==> src/rtl/mem_bus_arbiter.sv <==
// rtl/mem_bus_arbiter.sv - I/D cache line-transaction arbiter for the shared memory bus
`ifndef MEM_READ
`define MEM_READ 13'h1100
`endif
`ifndef MEM_WRITE
`define MEM_WRITE 13'h0100
`endif

module mem_bus_arbiter #(
    parameter int ADDRESS_SIZE   = 64,
    parameter int BUS_DATA_WIDTH = 64,
    parameter int BUS_TAG_WIDTH  = 13,
    parameter int BEATS          = 8
) (
    input  logic                      clk,
    input  logic                      reset,
    input  logic                      i_req,
    input  logic [ADDRESS_SIZE-1:0]   i_addr,
    output logic                      i_rvalid,
    output logic [BUS_DATA_WIDTH-1:0] i_rdata,
    output logic                      i_done,
    input  logic                      d_req,
    input  logic                      d_we,
    input  logic [ADDRESS_SIZE-1:0]   d_addr,
    input  logic [BUS_DATA_WIDTH-1:0] d_wdata,
    output logic                      d_wnext,
    output logic                      d_rvalid,
    output logic [BUS_DATA_WIDTH-1:0] d_rdata,
    output logic                      d_done,
    output logic [2:0]                beat,
    output logic                      bus_reqcyc,
    input  logic                      bus_reqack,
    output logic [BUS_DATA_WIDTH-1:0] bus_req,
    output logic [BUS_TAG_WIDTH-1:0]  bus_reqtag,
    input  logic                      bus_respcyc,
    output logic                      bus_respack,
    input  logic [BUS_DATA_WIDTH-1:0] bus_resp,
    input  logic [BUS_TAG_WIDTH-1:0]  bus_resptag
);

    localparam logic [BUS_TAG_WIDTH-1:0] TAG_READ  = BUS_TAG_WIDTH'(`MEM_READ);
    localparam logic [BUS_TAG_WIDTH-1:0] TAG_WRITE = BUS_TAG_WIDTH'(`MEM_WRITE);
    localparam logic [2:0]               LAST_BEAT = 3'(BEATS - 1);
    localparam logic [3:0]               ALL_BEATS = 4'(BEATS);
    localparam logic [ADDRESS_SIZE-1:0]  LINE_MASK = ~ADDRESS_SIZE'(63);

    typedef enum logic [2:0] {IDLE, ADDR, WDATA, RESP, DONE} state_t;

    state_t                    state, state_nx;
    logic                      owner_d;       // 1: D owns the bus, 0: I
    logic                      last_grant_d;
    logic                      we_q;
    logic                      rvalid_q;
    logic                      respack_q;
    logic [ADDRESS_SIZE-1:0]   line_addr;
    logic [BUS_DATA_WIDTH-1:0] rdata_q;
    logic [2:0]                beat_q;
    logic [3:0]                rcnt;
    logic                      grant_d;
    logic                      resp_match;
    logic [BUS_TAG_WIDTH-1:0]  issued_tag;

    assign grant_d    = (i_req && d_req) ? ~last_grant_d : d_req;
    assign issued_tag = we_q ? TAG_WRITE : TAG_READ;
    // Beats beyond the eighth are never forwarded, so the line cannot wrap.
    assign resp_match = bus_respcyc && (bus_resptag == issued_tag) && (rcnt != ALL_BEATS);

    always_ff @(posedge clk or negedge reset) begin
        if (!reset) state <= IDLE;
        else        state <= state_nx;
    end

    always_comb begin
        state_nx = state;
        case (state)
            IDLE:    if (i_req || d_req) state_nx = ADDR;
            ADDR:    if (bus_reqack) state_nx = we_q ? WDATA : RESP;
            WDATA:   if (bus_reqack && beat_q == LAST_BEAT) state_nx = DONE;
            RESP:    if (rvalid_q && beat_q == LAST_BEAT) state_nx = DONE;
            DONE:    state_nx = IDLE;
            default: state_nx = IDLE;
        endcase
    end

    always_ff @(posedge clk or negedge reset) begin
        if (!reset) begin
            owner_d      <= 1'b0;
            last_grant_d <= 1'b1;
            we_q         <= 1'b0;
            line_addr    <= '0;
            rdata_q      <= '0;
            rvalid_q     <= 1'b0;
            respack_q    <= 1'b0;
            beat_q       <= 3'd0;
            rcnt         <= 4'd0;
        end else begin
            rvalid_q  <= 1'b0;
            respack_q <= 1'b0;
            case (state)
                IDLE: if (i_req || d_req) begin
                    owner_d   <= grant_d;
                    we_q      <= grant_d & d_we;
                    line_addr <= (grant_d ? d_addr : i_addr) & LINE_MASK;
                    beat_q    <= 3'd0;
                    rcnt      <= 4'd0;
                end
                ADDR: if (bus_reqack) begin
                    beat_q <= 3'd0;
                    rcnt   <= 4'd0;
                end
                WDATA: if (bus_reqack) beat_q <= beat_q + 3'd1;
                RESP: begin
                    // Foreign-tag beats are acknowledged but never forwarded.
                    respack_q <= bus_respcyc;
                    rvalid_q  <= resp_match;
                    if (resp_match) begin
                        rdata_q <= bus_resp;
                        beat_q  <= rcnt[2:0];
                        rcnt    <= rcnt + 4'd1;
                    end
                end
                DONE: last_grant_d <= owner_d;
                default: ;
            endcase
        end
    end

    always_comb begin
        bus_reqcyc = 1'b0;
        bus_req    = '0;
        bus_reqtag = '0;
        d_wnext    = 1'b0;
        i_done     = 1'b0;
        d_done     = 1'b0;
        case (state)
            ADDR: begin
                bus_reqcyc = 1'b1;
                bus_req    = BUS_DATA_WIDTH'(line_addr);
                bus_reqtag = issued_tag;
            end
            WDATA: begin
                bus_reqcyc = 1'b1;
                bus_req    = d_wdata;
                bus_reqtag = TAG_WRITE;
                d_wnext    = bus_reqack;
            end
            DONE: begin
                i_done = ~owner_d;
                d_done = owner_d;
            end
            default: ;
        endcase
    end

    assign i_rvalid    = rvalid_q & ~owner_d;
    assign d_rvalid    = rvalid_q & owner_d;
    assign i_rdata     = i_rvalid ? rdata_q : '0;
    assign d_rdata     = d_rvalid ? rdata_q : '0;
    assign bus_respack = respack_q;
    assign beat        = beat_q;

endmodule

==> config.mk <==
export PLATFORM = sky130hd
export DESIGN_NAME = mem_bus_arbiter
export DESIGN_NICKNAME = d
export VERILOG_FILES = /design/src/rtl/mem_bus_arbiter.sv
export SDC_FILE = /design/constraint.sdc
export NUM_CORES = 1
export LEC_CHECK = 0
export CORE_AREA = 8 8 182 184
export CTS_BUF_LIST = sky130_fd_sc_hd__clkbuf_4
export DETAILED_ROUTE_END_ITERATION = 8
export DIE_AREA = 0 0 190 192
export PLACE_DENSITY = 0.73
export SETUP_SLACK_MARGIN = 0.3
export SKIP_LAST_GASP = 1
export SYNTH_ARGS = -nofsm -noshare
export SYNTH_HDL_FRONTEND = slang
export SYNTH_SLANG_ARGS = --single-unit
==> constraint.sdc <==
create_clock -name clk -period 2.15 [get_ports clk]
set_clock_uncertainty 0.15 [all_clocks]
set_input_delay 0.5375 -clock clk [delete_from_list [all_inputs] [get_ports clk]]
set_output_delay 0.5375 -clock clk [all_outputs]
set_load 0.01 [all_outputs]
==> summary.txt <==
Global routing
  • GRT Total Usage: 0.203
  • Vias in the first global route: between 8000 and 9000
  • Grt ovf: 0
  • Global-route wire length before repair: 56.7 mm
  • Initial antenna violation count: 2
  • Largest net degree at the start of global routing: 67

Detailed routing
  • Total routed wirelength: 40.8 mm
  • Vias per cell: between 4 and 5
  • DR WL/cell: 23.2 µm
  • Routed Antenna Nets: 0
  • DR iter-0 viols: 460
  • Initial DRT Pass Iterations: 5
  • DR DRC count: 0
  • Total number of vias: between 8000 and 9000

Logic synthesis
  • Post-Syn Instances: around 720
  • Synth unique cells: between 40 and 50
  • Synth Cell Area: 0.00754 mm²
  • Syn Area/Cell: 10.5 µm²
  • Most used DFF post-synth: dfrtp_1
  • Compound-Gate Fraction of Synth Area: 0.128
  • EDFF count, synth: 0
  • Ys Warns: 0
  • Post-Synth Adder-Cell Area: 0.00664
  • Simple-gate share of the synthesized area: 0.171
  • Seq cells post-synth: 137
  • Xor-xnor portion of the synthesized cell area: 0.00232
  • Post-synthesis mux area share: 0.181
  • Largest family of logic cells by synthesized area: multiplexers
  • Async SR Flop Fraction: 1.00
  • Post-synthesis sequential area ratio: 0.455

Setup path
  • Max FO, Critical Path: 66
  • Reg2reg start: we_q$_DFFE_PN0P_
  • Register-to-Register Path Depth: 8
  • CP Capture Type: output port
  • Critical path type: register to output port
  • Kind of start point of the critical path: register
  • RR Endpoint: rdata_q[19]$_DFFE_PN0P_
  • CP Data Required Time: 1460 ps
  • Worst Path Arrival: between 2000 and 2500 ps
  • Reg-to-reg slack, setup: -70 ps

Flow run
  • Max-cap violations: 0

Clock tree
  • Clk Latency, worst-skew pair: 510 ps
  • # clock sinks: 137
  • CTS Buf Count: 17
  • H-tree level count: 4
  • CTS tree: built
  • Root Buffer: clkbuf_4
  • Max Root-Sink Buffers: 2
  • Clock transition at path regs: 130 ps

Outcome
  • Status: complete, but fails checks
  • Failing checks: negative setup slack

Placement
  • GPL Wtd Cong: just over 0.8
  • IO buf count: about 470
  • Place WS: -750 ps
  • HPWL Detailed: about 26 mm

Finish
  • Share of cells above drive strength 1: 0.469
  • Nets@finish: 1624
  • Post-layout util: 0.539
  • Layout area overhead: 116%

Floorplanning
  • Rows: 64
  • Initial core utilization: 0.250
  • I/O Pins: around 500
  • Die ar.: 0.0365 mm²
  • Die Wd: 190 µm
  • Die extent in y: approximately 190 µm
  • Core Area: 0.0302 mm²

STA
  • Final period util: 1.26
  • Crit path setup slack, layout: -551 ps
  • Slew Limit Headroom: 0.644
  • Minimum clock period after layout: between 2000 and 3000 ps
  • Final setup fails: 267
  • Final hold vios: 0
  • RSZ-0062 raised after global routing: yes
  • Fin. max-slew vios: 0
  • Worst-Margin Slew: 534 ps
  • F_max: 370 MHz

Pwr
  • Worst vdd ir: 0.540 mV
  • Cell leakage power: 0.00781 µW
  • Power per cell area: 890 mW/mm²

Worst hold path
  • Hold Path Class: register to register
  • Hold_sp: line_addr[25]$_DFFE_PN0P_
  • WHS Path Cells: 2
  • End of the worst hold path: line_addr[25]$_DFFE_PN0P_
-- per-stage QoR --
| step | instance area [µm²] | cells | total power, µW | setup TNS (ps) | hold slack (ps) |
|---|---|---|---|---|---|
| 6_report | 16300 | 1755 | 14500 | -84450 | 353 |
| 3_3_place_gp | 13100 | 1584 | 9140 | -76210 | 315 |
| 3_5_place_dp | 13100 | 1584 | 9250 | -83450 | 324 |
| 5_1_grt | 16300 | 1755 | 15300 | -111770 | 338 |
| 4_1_cts | 15100 | 1717 | 13400 | -94420 | 329 |
| 2_1_floorplan | 7780 | 731 | 6370 | -1650 | 91.9 |
-- power by group --
part | internal, µW | switching (µW) | leakage [µW]
logic | 4980 | 3690 | 0.00581
registers | 3200 | 410 | 0.00180
clock network | 1070 | 1130 | 0.000195
total | 9250 | 5230 | 0.00781
-- metal layers --
metal	track usage	vias to the layer above	wire length, µm
li1	-	3797	-
met1	0.248	4224	16700
met4	0.0598	0	1020
met3	0.0461	50	2340
met5	0	-	0
met2	0.353	332	20800
-- cell type report --
cell class                      count  area, µm²
Sequential cell                   137       3430
Antenna cell                        2       5.00
Fill cell                        2549      13900
Inverter                            4       15.0
Clock buffer                       17        128
Timing Repair Buffer              671       7500
Clock inverter                     15        239
Tap cell                          396        495
Multi-Input combinational cell    513       4460
-- cells in the final DEF, fill, tap and decap left out, types with 7 or more instances in the layout --
master and count:
clkdlybuf4s50_1 264, buf_6 198, dfrtp_1 134, and2_4 66
buf_2 65, mux2_4 64, nand2_1 62, mux2i_1 58
a22o_1 55, buf_4 55, o21ai_0 36, and3_4 34
buf_12 34, and3_1 32, buf_16 26, o21ai_1 23
clkbuf_4 17, buf_8 14, conb_1 11, and2_1 7
-- critical path, cell delays in order (launching register included) --
cell             delay [ps]
dfrtp_1                 420
buf_12                  280
and3_1                  220
clkdlybuf4s50_1         570
-- worst max path at each step --
stage	start	cells past startpoint	to	slack (ps)
after floorplan	bus_resptag[3]	8	rdata_q[50]$_DFFE_PN0P_	-80
after global routing	rvalid_q$_DFF_PN0_	3	d_rdata[38]	-690
final	rvalid_q$_DFF_PN0_	3	d_rdata[38]	-550
after CTS	state[1]$_DFFE_PN0P_	6	bus_req[13]	-650
after global placement	bus_resptag[3]	7	rdata_q[17]$_DFFE_PN0P_	-700
after detailed placement	bus_resptag[3]	7	rdata_q[27]$_DFFE_PN0P_	-750
-- registers in the layout, indices dropped and copies added, names as in the netlist --
signal	count
rdata_q	64
line_addr	58
rcnt	4
beat	3
state	3
bus_respack	1
last_grant_d	1
owner_d	1
rvalid_q	1
we_q	1
-- kinds of logic (layout without fill, tap and decap cells) --
kind of cell | Yosys count | after routing
flip-flops | 137 | 137
XOR/XNOR | 2 | 2
other | 1 | 13
AND/OR/NAND/NOR | 232 | 232
AO/OA/AOI/OAI | 140 | 140
buffers and inverters | 81 | 707
multiplexers | 124 | 124
adder cells (fa/ha/maj) | 4 | 4
-- cells in the mapped netlist (2+ instances only) --
| cell type | n | share of area |
|---|---|---|
| mux2_1 | 6 | 0.0090 |
| nand3_1 | 3 | 0.0020 |
| buf_4 | 16 | 0.016 |
| buf_1 | 4 | 0.0020 |
| and3_1 | 66 | 0.055 |
| clkbuf_1 | 44 | 0.022 |
| buf_2 | 9 | 0.0060 |
| a21oi_1 | 2 | 0.0013 |
| or4_1 | 2 | 0.0020 |
| nor4b_1 | 3 | 0.0035 |
| mux2_2 | 50 | 0.075 |
| nor2_1 | 9 | 0.0045 |
| nor2b_1 | 3 | 0.0025 |
| a211oi_1 | 2 | 0.0020 |
| dfrtp_1 | 136 | 0.45 |
| buf_8 | 2 | 0.0040 |
| mux2i_1 | 58 | 0.077 |
| a21o_1 | 5 | 0.0050 |
| a32oi_1 | 2 | 0.0023 |
| ha_1 | 4 | 0.0066 |
| and2_1 | 73 | 0.061 |
| inv_1 | 4 | 0.0020 |
| a22o_1 | 60 | 0.070 |
| mux2_4 | 10 | 0.020 |
| nand2_1 | 66 | 0.033 |
| o21ai_0 | 63 | 0.042 |
-- repair_timing --
action | 4_1_cts | 5_1_grt
cloned | 27 | 6
endpoints found under the hold margin | 42 | 0
hold buffers | 1 | 0
resized for setup | 1013 | 282
setup endpoints to repair | 334 | 336
setup buffers | 73 | 30
pin swaps | 41 | 25
Note: power is estimated with default switching activity, not from simulation.
